$ cat config.mk
export PLATFORM = sky130hd
export DESIGN_NAME = mc_controller
export DESIGN_NICKNAME = d
export VERILOG_FILES = /design/src/rtl/mc_controller.sv
export SDC_FILE = /design/constraint.sdc
export NUM_CORES = 1
export LEC_CHECK = 0
export ABC_CLOCK_PERIOD_IN_PS = 2050
export BUFFER_PORTS_ARGS = -buffer_cell sky130_fd_sc_hd__buf_2
export CORE_MARGIN = 2
export CORE_UTILIZATION = 40
export DETAILED_ROUTE_END_ITERATION = 6
export PLACE_DENSITY = 0.73
export SYNTH_ARGS = -nofsm -noshare
export SYNTH_HDL_FRONTEND = slang
export SYNTH_SLANG_ARGS = --single-unit
$ cat constraint.sdc
create_clock -name clk -period 2.05 [get_ports clk]
set_input_delay 0.1025 -clock clk [delete_from_list [all_inputs] [get_ports clk]]
set_output_delay 0.1025 -clock clk [all_outputs]
set_load 0.03 [all_outputs]
$ cat src/rtl/mc_controller.sv
// Multicycle MIPS control FSM: sequences fetch/decode/execute/memory/writeback
// over a shared ALU and unified memory, stalling on the memready handshake.
module mc_controller (
    input  logic       clk,
    input  logic       reset,
    input  logic [5:0] op,
    input  logic [5:0] funct,
    input  logic       zero,
    input  logic       memready,
    output logic       memreq,
    output logic       iord,
    output logic       memwrite,
    output logic       irwrite,
    output logic       regdst,
    output logic       memtoreg,
    output logic       regwrite,
    output logic       alusrca,
    output logic [1:0] alusrcb,
    output logic [2:0] alucontrol,
    output logic [1:0] pcsrc,
    output logic       pcen,
    output logic       illegal,
    output logic [3:0] state
);

    typedef enum logic [3:0] {
        FETCH   = 4'd0,
        DECODE  = 4'd1,
        MEMADR  = 4'd2,
        MEMRD   = 4'd3,
        MEMWB   = 4'd4,
        MEMWR   = 4'd5,
        EXECUTE = 4'd6,
        ALUWB   = 4'd7,
        BEQ     = 4'd8,
        ADDIEX  = 4'd9,
        ADDIWB  = 4'd10,
        JUMP    = 4'd11,
        BNE     = 4'd12
    } state_t;

    state_t     cur_state;
    state_t     next_state;
    logic [1:0] aluop;

    always_ff @(posedge clk) begin
        if (reset) cur_state <= FETCH;
        else       cur_state <= next_state;
    end

    assign state = cur_state;

    always_comb begin
        next_state = FETCH;
        memreq     = 1'b0;
        iord       = 1'b0;
        memwrite   = 1'b0;
        irwrite    = 1'b0;
        regdst     = 1'b0;
        memtoreg   = 1'b0;
        regwrite   = 1'b0;
        alusrca    = 1'b0;
        alusrcb    = 2'b00;
        aluop      = 2'b00;
        pcsrc      = 2'b00;
        pcen       = 1'b0;
        illegal    = 1'b0;
        case (cur_state)
            FETCH: begin
                memreq     = 1'b1;
                alusrcb    = 2'b01;
                irwrite    = memready;
                pcen       = memready;
                next_state = memready ? DECODE : FETCH;
            end
            DECODE: begin
                alusrcb = 2'b11;
                case (op)
                    6'b100011, 6'b101011: next_state = MEMADR;
                    6'b000000:            next_state = EXECUTE;
                    6'b000100:            next_state = BEQ;
                    6'b000101:            next_state = BNE;
                    6'b001000:            next_state = ADDIEX;
                    6'b000010:            next_state = JUMP;
                    default: begin
                        illegal    = 1'b1;
                        next_state = FETCH;
                    end
                endcase
            end
            MEMADR: begin
                alusrca    = 1'b1;
                alusrcb    = 2'b10;
                next_state = (op == 6'b100011) ? MEMRD : MEMWR;
            end
            MEMRD: begin
                memreq     = 1'b1;
                iord       = 1'b1;
                next_state = memready ? MEMWB : MEMRD;
            end
            MEMWB: begin
                memtoreg = 1'b1;
                regwrite = 1'b1;
            end
            MEMWR: begin
                memreq     = 1'b1;
                iord       = 1'b1;
                memwrite   = 1'b1;
                next_state = memready ? FETCH : MEMWR;
            end
            EXECUTE: begin
                alusrca    = 1'b1;
                aluop      = 2'b10;
                next_state = ALUWB;
            end
            ALUWB: begin
                regdst   = 1'b1;
                regwrite = 1'b1;
            end
            BEQ: begin
                alusrca = 1'b1;
                aluop   = 2'b01;
                pcsrc   = 2'b01;
                pcen    = zero;
            end
            BNE: begin
                alusrca = 1'b1;
                aluop   = 2'b01;
                pcsrc   = 2'b01;
                pcen    = ~zero;
            end
            ADDIEX: begin
                alusrca    = 1'b1;
                alusrcb    = 2'b10;
                next_state = ADDIWB;
            end
            ADDIWB: regwrite = 1'b1;
            JUMP: begin
                pcsrc = 2'b10;
                pcen  = 1'b1;
            end
            default: next_state = FETCH;
        endcase

        // Reset overrides the decode: no enables, mux selects parked at FETCH values.
        if (reset) begin
            memreq   = 1'b0;
            iord     = 1'b0;
            memwrite = 1'b0;
            irwrite  = 1'b0;
            regdst   = 1'b0;
            memtoreg = 1'b0;
            regwrite = 1'b0;
            alusrca  = 1'b0;
            alusrcb  = 2'b01;
            aluop    = 2'b00;
            pcsrc    = 2'b00;
            pcen     = 1'b0;
            illegal  = 1'b0;
        end
    end

    always_comb begin
        alucontrol = 3'b010;
        case (aluop)
            2'b01: alucontrol = 3'b110;
            2'b10: begin
                case (funct)
                    6'b100010: alucontrol = 3'b110;
                    6'b100100: alucontrol = 3'b000;
                    6'b100101: alucontrol = 3'b001;
                    6'b101010: alucontrol = 3'b111;
                    default:   alucontrol = 3'b010;
                endcase
            end
            default: alucontrol = 3'b010;
        endcase
    end

endmodule

Word level (Yosys, flattened, before mapping)

Cells that the tools add are included.

Equality and inequality tests: 24
Muxes and demuxes: 35
Bitwise gates (word level): 1
Reductions and logical operators: 10

Operator list:

| operator             | number |
|---|---|
| $eq A6 B6 Y1 const B | 6 |
| $pmux W4 S7          | 1 |
| $pmux W4 S6          | 1 |
| $mux W1              | 21 |
| $eq A4 B4 Y1 const B | 5 |
| $eq A4 B3 Y1 const B | 4 |
| $eq A6 B3 Y1 const B | 2 |
| $pmux W3 S4          | 1 |
| $mux W3              | 3 |
| $eq A4 B2 Y1 const B | 2 |
| $pmux W2 S2          | 2 |
| $reduce_or A2 Y1     | 4 |
| $reduce_or A7 Y1     | 1 |
| $eq A6 B2 Y1 const B | 1 |
| $eq A6 B4 Y1 const B | 1 |
| $logic_not A6 Y1     | 1 |
| $mux W2              | 3 |
| $pmux W2 S3          | 1 |
| $pmux W3 S2          | 1 |
| $reduce_or A3 Y1     | 2 |
| $reduce_or A5 Y1     | 1 |
| $eq A4 B1 Y1 const B | 1 |
| $logic_not A4 Y1     | 1 |
| $pmux W1 S4          | 1 |
| other kinds (3)      | 3 |

Register bits after elaboration: 4
Word-level logic and storage cells: 71

Longest topological paths before layout

Gate-level depths: netlist of run 1.

Depth in word-level cells: 6
Gate-level depth with buffers: 7
Depth with buffers taken out: 7

Worst setup path before layout of run 1

No wires, ideal clock.

Path type: flip-flop to output port
From: register cur_state[1] (netlist: state[1])
To: output port alucontrol[2]
Arrival: 2.087 ns
Data required time: 1.947 ns
Setup slack: -0.140 ns
Cell stages (with the launch flop): 7
Path buffers: 0
Cell sequence: dfxtp_1 > nand2b_1 > or3_1 > inv_1 > ha_1 > nand3b_1 > o22ai_1

Cells in the longest elaborated chain, start to end: 6
Elaborated cells between the ends (all ways): 9
Classes of those cells: eq/ne: 5; mux: 3; reduce/logical: 1

Ends and longest elaborated chain:

| element                                             | line | RTL |
|---|---|---|
| from (decl)                                         | 42   | `state_t cur_state;` |
| from (signal assigned)                              | 48   | `else cur_state <= next_state;` |
| $eq A4 B4 Y1                                        | 68   | `case (cur_state)` |
| $reduce_or A2 Y1 (no line)                          | -    |  |
| $pmux W2 S2 (*)                                     | 68   |  |
| $mux W2 (*)                                         | 146  | `if (reset) begin` |
| $eq A2 B2 Y1 / $eq A2 B1 Y1 (equally long branches) | 165  | `case (aluop)` |
| $pmux W3 S2 (*)                                     | 165  |  |
| to (decl)                                           | 19   | `output logic [2:0] alucontrol,` |

Mark *: on every way between the ends. The rest lies on a longest branch, timed or not.

Worst setup path after layout of run 1

From: register cur_state[0] (netlist: state[0])
To: output port alucontrol[0]

The elaborated chain is that of the path after synthesis.

==> impl_metrics.csv, run 1 <==
group,metric,value,unit
clocking,cts.sinks,4,
routing,drt-initial-drc-count,20,
finish,nets,157,
worst_setup_path,reg2reg_depth,5,
worst_setup_path,worstPathArrival,1.88,ns
clocking,clk_pin_slew_worst_paths,0.04,ns
worst_setup_path,start_kind,"flip-flop",
timing,slew_headroom,0.6631,
synth,syn_nets,117,
routing,vias,875,
power,powerDensity,325.2,mW/mm²
power,p_leak,0.4146,nW
worst_setup_path,worstPathMaxFanout,4,
routing,wirelength,1964,µm
placement,place.detailed.hpwl,1517,µm
global_route,grtUsageTotal,0.2273,
synth,syn_inst,99,
die,num_io_pins,37,
clocking,worstSkewPairLatency,0.23,ns
synth,ys.flop_type,"dfxtp_1",
synth,yosys-top-cells-area,"dfxtp_1 (12%), nor3_1 (8.2%), xnor2_1 (5.2%), nor2_1 (4.5%), ha_1 (3.7%)",
placement,numPortBuffers,36,
worst_setup_path,crit_path_cell_trace,"nand2b_4 > or3_1 > inv_2 > ha_4 > nand3b_1 > nor2_2 > buf_4",
clocking,h-tree-depth,1,
die,design.core.area,0.001541,mm²
worst_setup_path,crit_slowest_cell,"or3_1",
finish,largest_reg_flops,4,
worst_setup_path,critical_path_class,"flip-flop to output port",
timing,fmax,504.5,MHz
worst_setup_path,reg2reg_slack,0.53,ns
finish,drive_gt1_frac,0.4161,
die,num_rows,14,
worst_hold_path,min_path_cells,4,
routing,wl_per_cell,12.84,µm
finish,fillers,162,
power,ir_drop,0.0002426,V
global_route,first_global_vias,800,
routing,firstDrtPassIters,4,
global_route,grt_max_degree,24,
synth,synth_cell_type_count,39,
timing,fin_skew,0.002305,ns
timing,min_period_over_period,0.9670,
die,fp.dieH,44.91,µm
synth,async_reset_ff_frac,0,
worst_hold_path,min_path_type,"input port to flip-flop",
worst_setup_path,crit_path_max_incr_delay,0.38,ns
synth,ys_ff_latch,4,
synth,yosysSeqAreaShare,0.1196,
run,maxCapViolCount,0,
placement,dp_cells,150,
synth,synth_top_cell_area_share,0.1196,
routing,ant_nets,0,
timing,setup_tns,0,ns
clocking,cts_buffers,3,
timing,setup_viol,0,
timing,worstMarginPinSlew,0.5017,ns
die,die-area,0.002017,mm²
routing,route.detailed.drc,0,
routing,via_per_inst,5.719,
clocking,hold_buffers,0,
clocking,cts_tree,"built",
clocking,post-cts-setup-buffer-count,0,
status,status,"finished, final reports clean",
placement,place.gp.congestion,0.8826,
timing,drv_slew,0,
global_route,grt_pass1_wl,3463,µm
synth,yosysTopAreaCell,"dfxtp_1",
die,initial_utilization,0.4343,
synth,ys.warnings.count,0,
finish,syn2layout_area_growth,41.68,%
finish,fin_cells,153,
synth,synth_edf_count,0,
timing,finalHoldViolations,0,
timing,finalCriticalPeriod,1.982,ns
finish,antennaDiodeCount,0,
die,die_w,44.91,µm
global_route,grt_antenna_before_repair,0,
worst_setup_path,end_kind,"output port",
global_route,grt_overflow,0,
clocking,clk_path_buf_depth,2,
worst_setup_path,crit_required,1.95,ns
clocking,root_buffer,"clkbuf_4",
synth,synth.cell_area,669.4,µm²
synth,avgSynthCellArea,6.762,µm²
[per-stage QoR]
step | setup slack, ns | area, µm² | hold slack, ns | power (mW) | utilization
after global placement | 0.2340 | 888.4 | 0.4223 | 0.2049 | 0.5763
after floorplan | 0.01089 | 678.2 | 0.2880 | 0.1636 | -
after detailed placement | 0.1710 | 888.4 | 0.4246 | 0.2089 | 0.5763
after CTS | 0.0009903 | 928.4 | 0.1821 | 0.3106 | 0.6023
after global routing | -0.001325 | 948.4 | 0.2229 | 0.3303 | 0.6153
final | 0.06766 | 948.4 | 0.1811 | 0.3084 | 0.6153
[path summary, 6_finish.rpt]
check,start,to
hold reg to reg,state[3],state[3]
hold / removal,op[4],state[2]
setup / recovery,state[0],alucontrol[0]
setup reg to reg,state[1],state[1]
[routing by layer]
layer | wire, µm | GRT usage | vias to the layer above
li1 | - | - | 442
met1 | 860 | 0.2927 | 395
met2 | 971 | 0.3797 | 36
met3 | 114 | 0.04800 | 2
met4 | 18 | 0.07059 | 0
met5 | 0 | 0 | -
[cells in the final DEF, fill, tap and decap left out, types with 2 or more instances in the layout]
cell / Yosys / final
clkbuf_4: 0 / 3
a21oi_1: 4 / 4
nand2_1: 6 / 6
dfxtp_1: 4 / 2
nor3_1: 11 / 11
dfxtp_2: 0 / 2
buf_4: 0 / 6
a211oi_1: 3 / 3
nor4_1: 2 / 2
nand3_1: 2 / 2
buf_2: 4 / 34
inv_1: 6 / 5
nor2b_1: 3 / 3
xnor2_1: 4 / 4
nor2_1: 8 / 7
and3_1: 2 / 2
a31oi_1: 2 / 2
nand3b_1: 3 / 3
or3_1: 2 / 2
o21ai_0: 4 / 4
nor3b_1: 2 / 2
nand2b_1: 3 / 2
o211ai_1: 2 / 2
[Yosys cell counts, types with 2 or more instances]
cell       n
nand3_1    2
nor3_1    11
dfxtp_1    4
nor3b_1    2
nor2b_1    3
or3_1      2
inv_1      6
a211oi_1   3
and3_1     2
buf_2      4
nor2_1     8
nand2_1    6
nand2b_1   3
o211ai_1   2
o21ai_0    4
xnor2_1    4
a21oi_1    4
a31oi_1    2
nor3_2     2
nor4_1     2
ha_1       2
nand3b_1   3
clkbuf_1   2
[kinds of logic after synthesis]
group,after synthesis,share of synthesized area
AOI/OAI and AO/OA,24,0.2486
xor gates and xnor gates,4,0.05233
adders and majority gates,2,0.03738
buffers and inverters,12,0.07477
DFF,4,0.1196
muxes,1,0.01495
and+or+nand+nor,52,0.4523
[what timing repair did]
action	4_1_cts	5_1_grt
gates cloned	0	0
pin swaps	0	1
endpoints found under the hold margin	0	0
endpoints found under the setup margin	2	3
gates resized for setup	5	4
[report_power, final]
part / internal, mW / total (mW) / switching (mW) / leakage, nW
registers: 0.0813 / 0.0845 / 0.00328 / 0.0333
logic: 0.0490 / 0.128 / 0.0786 / 0.367
clock network: 0.0654 / 0.0962 / 0.0308 / 0.0138
total: 0.196 / 0.308 / 0.113 / 0.415
[critical path, delay by kind of cell, from the launching register on]
family        cells  cell delay [ns]
flops             1             0.33
buf+inv           2             0.24
fa+ha+maj         1             0.20
simple gates      4             0.87
[cell type report]
class / instances / area (µm²) / share of cell area
multi-input combinational: 83 / 574.3 / 0.6055
sequential: 4 / 82.58 / 0.08707
clock buffer: 3 / 22.52 / 0.02375
timing repair buffer: 41 / 226.5 / 0.2388
inverter: 6 / 22.52 / 0.02375
tap: 16 / 20.02 / 0.02111
No activity file was read; power rests on OpenSTA's default activity.
==> run 2, diff against run 1 <==
==> constraint.sdc (replaced) <==
create_clock -name clk -period 2.05 [get_ports clk]
set_input_delay 0.41 -clock clk [delete_from_list [all_inputs] [get_ports clk]]
set_output_delay 0.41 -clock clk [all_outputs]
set_load 0.03 [all_outputs]
==> run 2 against run 1 <==
Effect of this change: the run now ends with negative setup slack left; routed wire length is 6.5% higher; count of clock-buffer cells in the layout is 1 higher; die area unchanged; clock skew grew 0.0088 ns; register-to-register slack improved by 0.11 ns; combinational power up 16%; core utilization up 9.6 points; critical path depth stayed put; clock power up 15%; non-clock buffer count up 9; sequential share of layout area decreased by 0.26 points; setup slack worse by 0.33 ns; critical endpoint is now alucontrol[2].
==> impl_metrics.csv, run 2 (same netlist as run 1, synthesis figures left out) <==
group,metric,value,unit
status,status,"finished, violations left",
status,violations,"negative setup slack",
clocking,hold_buffers,0,
worst_hold_path,min_path_cells,4,
power,pwr-share-clk,0.327,
global_route,grt_max_degree,24,
power,power.switching,0.1249,mW
worst_setup_path,cpLargestDelayFamily,"simple AND/OR/NAND/NOR gates",
timing,fmax,431.9,MHz
die,num_rows,14,
global_route,grtUsageTotal,0.2252,
finish,final_common_cell,"buf_2",
finish,drive_gt1_frac,0.5102,
timing,min_period_over_period,1.129,
worst_setup_path,worstPathMaxFanout,3,
power,p_sw_frac,0.3671,
routing,drt-initial-drc-count,15,
finish,fin_area,0.001096,mm²
die,num_io_pins,37,
global_route,grt_pass1_wl,3408,µm
routing,ant_nets,0,
timing,rsz0062_at_grt,"yes",
worst_setup_path,end_kind,"output port",
power,pwr-share-seq,0.236,
global_route,grt_antenna_before_repair,0,
worst_setup_path,worstPathArrival,1.91,ns
placement,place.detailed.hpwl,1540,µm
timing,fin_skew,0.01114,ns
worst_hold_path,min_path_type,"input port to flip-flop",
timing,worstMarginPinSlew,0.3591,ns
worst_setup_path,crit_path_max_incr_delay,0.37,ns
routing,wirelength,2092,µm
finish,antennaDiodeCount,0,
timing,setup_tns,-0.5838,ns
worst_setup_path,critical_path_class,"flip-flop to output port",
timing,drv_slew,0,
power,p_int,0.2153,mW
timing,setup_viol,3,
clocking,root_buffer,"clkbuf_4",
timing,finalCriticalPeriod,2.315,ns
routing,firstDrtPassIters,4,
worst_setup_path,crit_path_cell_trace,"nand2b_4 > or3_4 > inv_2 > ha_4 > nand3b_1 > o22ai_4 > buf_6",
routing,route.detailed.drc,0,
clocking,h-tree-depth,1,
die,die_w,44.91,µm
finish,nets,166,
clocking,clk_pin_slew_worst_paths,0.05,ns
routing,vias,916,
worst_setup_path,crit_required,1.64,ns
placement,place.gp.congestion,0.9286,
worst_setup_path,crit_slowest_cell,"or3_4",
worst_setup_path,reg2reg_depth,6,
timing,slew_headroom,0.7584,
power,power_frac_comb,0.437,
power,powerDensity,310.4,mW/mm²
timing,finalWorstSetupSlack,-0.2651,ns
worst_setup_path,start_kind,"flip-flop",
routing,wl_per_cell,12.83,µm
finish,fillers,147,
clocking,cts_buffers,3,
power,power,0.3402,mW
global_route,first_global_vias,793,
clocking,clk_path_buf_depth,2,
worst_setup_path,critPathBufInv,2,
die,design.core.area,0.001541,mm²
die,fp.dieH,44.91,µm
placement,placed_area,0.001008,mm²
finish,final_cell_mix,"buf_2 (31), buf_4 (14), nor3_1 (10), nor2_1 (7)",
power,p_leak,0.4789,nW
timing,fin_hold_ws,0.4726,ns
routing,via_per_inst,5.620,
finish,syn2layout_area_growth,63.74,%
worst_setup_path,worst-path-stages,7,
clocking,cts_tree,"built",
global_route,grt_overflow,0,
finish,largest_reg_flops,4,
clocking,worstSkewPairLatency,0.25,ns
clocking,cts.sinks,4,
die,initial_utilization,0.4343,
timing,finalHoldViolations,0,
power,ir_drop,0.0002294,V
placement,numPortBuffers,36,
run,maxCapViolCount,0,
die,die-area,0.002017,mm²
## run 2: cell types whose count changed in the layout (fill, tap and decap cells not counted), moves of 2 or more
| cell | previous run | this run |
|---|---|---|
| dfxtp_4 | 0 | 3 |
| buf_2 | 34 | 31 |
| or3_1 | 2 | 0 |
| or3_4 | 0 | 2 |
| buf_4 | 6 | 14 |
| buf_6 | 1 | 5 |
| dfxtp_1 | 2 | 0 |
## run 2: metal layers
metal	vias up	wire, µm	GRT usage
met5	-	0	0
met4	0	9	0.08235
met3	2	171	0.04000
met2	43	1056	0.4029
met1	405	854	0.2670
li1	466	-	-
## run 2: area by class of cell
| cell class | count | area (µm²) | share of cell area |
|---|---|---|---|
| clock buffer | 4 | 26.28 | 0.02397 |
| sequential | 4 | 92.59 | 0.08447 |
| inverter | 6 | 25.02 | 0.02283 |
| multi-input combinational | 83 | 615.6 | 0.5616 |
| timing repair buffer | 50 | 316.6 | 0.2888 |
| tap | 16 | 20.02 | 0.01826 |
## run 2: path summary, 6_finish.rpt
check / end / from / slack [ns]
worst max-delay path: alucontrol[2] / state[0] / -0.27
worst min-delay path: state[2] / op[4] / 0.47
worst max register to register: state[1] / state[1] / 0.64
worst min register to register: state[3] / state[3] / 0.64
## run 2: what timing repair did
item	CTS	global route
buffers inserted	1	1
pin swaps	2	5
gates resized for setup	9	9
endpoints found under the setup margin	5	6
## run 2: stage by stage
stage	setup slack, ns	std cells	util
6_report	-0.2651	163	0.7110
5_1_grt	-0.3441	163	0.7110
4_1_cts	-0.2812	164	0.6956
3_5_place_dp	-0.1573	159	0.6542
3_3_place_gp	-0.1212	159	0.6542
2_1_floorplan	-0.01211	99	-
## run 2: power groups by stage
| stage | clock network [mW] | registers [mW] | logic [mW] |
|---|---|---|---|
| 5_1_grt | 0.125 | 0.0806 | 0.161 |
| 4_1_cts | 0.113 | 0.0804 | 0.144 |
| 3_3_place_gp | 0 | 0.0814 | 0.136 |
| 6_report | 0.111 | 0.0804 | 0.149 |
| 2_1_floorplan | 0 | 0.0879 | 0.0760 |
| 3_5_place_dp | 0 | 0.0817 | 0.139 |
## run 2: worst min-delay path: cells and delay by family
kind,cells,cell delay [ns]
buffers and inverters,1,0.09
AND/OR/NAND/NOR,2,0.12
AO/OA/AOI/OAI,1,0.05
==> run 3, diff against run 2 <==
SKIP_LAST_GASP = 1   (was unset)
TNS_END_PERCENT = 1   (was unset)
==> run 3 against run 2 <==
Effect of this change: highest routed layer unchanged; worst hold slack gained 0.019 ns; global-route usage up 0.12 points; clock skew decreased by 0.0046 ns; the flow still finishes with violations (negative setup slack); sequential share of layout area grew 0.35 points; setup slack got worse by 0.012 ns; non-clock buffer count stayed put; total power shrank 3.4%; routed wire length fell by 3.3%.
==> impl_metrics.csv, run 3 (same netlist as run 1, synthesis figures left out) <==
group,metric,value,unit
worst_setup_path,end_kind,"output port",
worst_setup_path,crit_path_max_incr_delay,0.37,ns
worst_setup_path,start_kind,"flip-flop",
timing,fmax,429.8,MHz
finish,fin_cells,163,
finish,nets,166,
power,power,0.3285,mW
status,violations,"negative setup slack",
routing,route.detailed.drc,0,
clocking,cts.sinks,4,
power,p_sw_frac,0.3594,
placement,place.gp.congestion,0.9079,
finish,largest_reg_flops,4,
clocking,root_buffer,"clkbuf_4",
routing,firstDrtPassIters,4,
power,power.switching,0.1181,mW
die,die_w,44.91,µm
finish,post-route-util,0.6826,
timing,rsz0062_at_grt,"yes",
power,powerDensity,312.2,mW/mm²
die,initial_utilization,0.4343,
die,num_io_pins,37,
worst_setup_path,crit_slowest_cell,"or3_4",
routing,wirelength,2022,µm
die,die-area,0.002017,mm²
power,p_leak,0.4668,nW
run,maxCapViolCount,0,
timing,min_period_over_period,1.135,
timing,finalHoldViolations,0,
timing,slew_headroom,0.7605,
global_route,grtUsageTotal,0.2264,
global_route,grt_antenna_before_repair,0,
worst_setup_path,crit_required,1.64,ns
power,pwr-share-clk,0.329,
finish,final_common_cell,"buf_2",
finish,fillers,149,
routing,drt-initial-drc-count,23,
worst_hold_path,min_path_type,"input port to flip-flop",
placement,dp_slack,-0.1428,ns
die,fp.dieH,44.91,µm
global_route,grt_max_degree,24,
worst_setup_path,crit_path_cell_trace,"nand2b_4 > or3_4 > inv_2 > ha_4 > nand3b_1 > o22ai_4 > buf_6",
clocking,worstSkewPairLatency,0.24,ns
clocking,cts_tree,"built",
die,design.core.area,0.001541,mm²
routing,wl_per_cell,12.40,µm
timing,setup_viol,3,
timing,finalWorstSetupSlack,-0.2767,ns
routing,via_per_inst,5.736,
status,status,"finished, violations left",
power,p_int,0.2105,mW
global_route,grt_pass1_wl,3470,µm
finish,final_cell_mix,"buf_2 (33), buf_4 (15), nor3_1 (11), nor2_1 (7), nand2_1 (5)",
finish,syn2layout_area_growth,57.20,%
timing,finalCriticalPeriod,2.327,ns
worst_setup_path,critical_path_class,"flip-flop to output port",
global_route,first_global_vias,870,
routing,ant_nets,0,
timing,fin_skew,0.006521,ns
timing,drv_slew,0,
worst_setup_path,worstPathMaxFanout,3,
placement,place.detailed.hpwl,1520,µm
finish,antennaDiodeCount,0,
finish,seqCellArea,92.59,µm²
timing,worstMarginPinSlew,0.3559,ns
clocking,clk_pin_slew_worst_paths,0.04,ns
routing,vias,935,
finish,drive_gt1_frac,0.4830,
worst_setup_path,worstPathArrival,1.92,ns
clocking,h-tree-depth,1,
power,power_frac_comb,0.427,
power,pwr-share-seq,0.244,
timing,setup_tns,-0.7900,ns
placement,numPortBuffers,36,
power,ir_drop,0.0001947,V
clocking,cts_buffers,3,
die,num_rows,14,
finish,multi_input_area,588.1,µm²
placement,dp_cells,159,
clocking,clk_path_buf_depth,2,
global_route,grt_overflow,0,
## run 3: cell counts in the layout (fill, tap and decap cells not counted)
Identical to the previous run, type by type.
## run 3: timing repair
action                                  in CTS  in global routing
endpoints found under the setup margin       4                  7
hold buffers                                 0                  0
resized for setup                            5                  1
gates cloned                                 0                  0
setup buffers                                0                  0
## run 3: worst paths after layout
path / from / to / slack [ns] / cells past startpoint
worst max-delay path: state[0] / alucontrol[2] / -0.28 / 7
worst min-delay path: op[4] / state[2] / 0.49 / 4
worst max register to register: state[1] / state[2] / 0.55 / 6
worst min register to register: state[3] / state[3] / 0.63 / 3
## run 3: layout make-up
class                   instances  area share
multi-input cells              83      0.5589
repair buffers                 50      0.2854
well taps                      16     0.01902
inverters                       6     0.02378
flip-flops and latches          4     0.08799
clock buffers                   4     0.02497
## run 3: critical path, delay by kind of cell (launching register included)
kind	cells	cell delay, ns
flops	1	0.33
buf+inv	2	0.22
compound gates	1	0.16
fa+ha+maj	1	0.19
simple gates	3	0.76
## run 3: per-layer routing
layer | vias up | GRT usage | share of wire
li1 | 462 | - | -
met1 | 431 | 0.2488 | 0.41
met2 | 38 | 0.4406 | 0.51
met3 | 4 | 0.01200 | 0.056
met4 | 0 | 0.1000 | 0.014
met5 | - | 0 | 0
## run 3: power by group through the flow
stage / Sequential [mW] / Clock (mW) / Combinational, mW
after floorplan: 0.0879 / 0 / 0.0761
after global placement: 0.0814 / 0 / 0.136
after CTS: 0.0803 / 0.111 / 0.140
after global routing: 0.0806 / 0.116 / 0.154
final: 0.0802 / 0.108 / 0.140
after detailed placement: 0.0815 / 0 / 0.138
## run 3: per-stage QoR
stage | hold slack [ns] | area, µm²
detailed placement | 0.6244 | 1008
CTS | 0.4915 | 1050
finish | 0.4916 | 1052
global placement | 0.6162 | 1008
global route | 0.5177 | 1052
floorplan | 0.5689 | 730.7
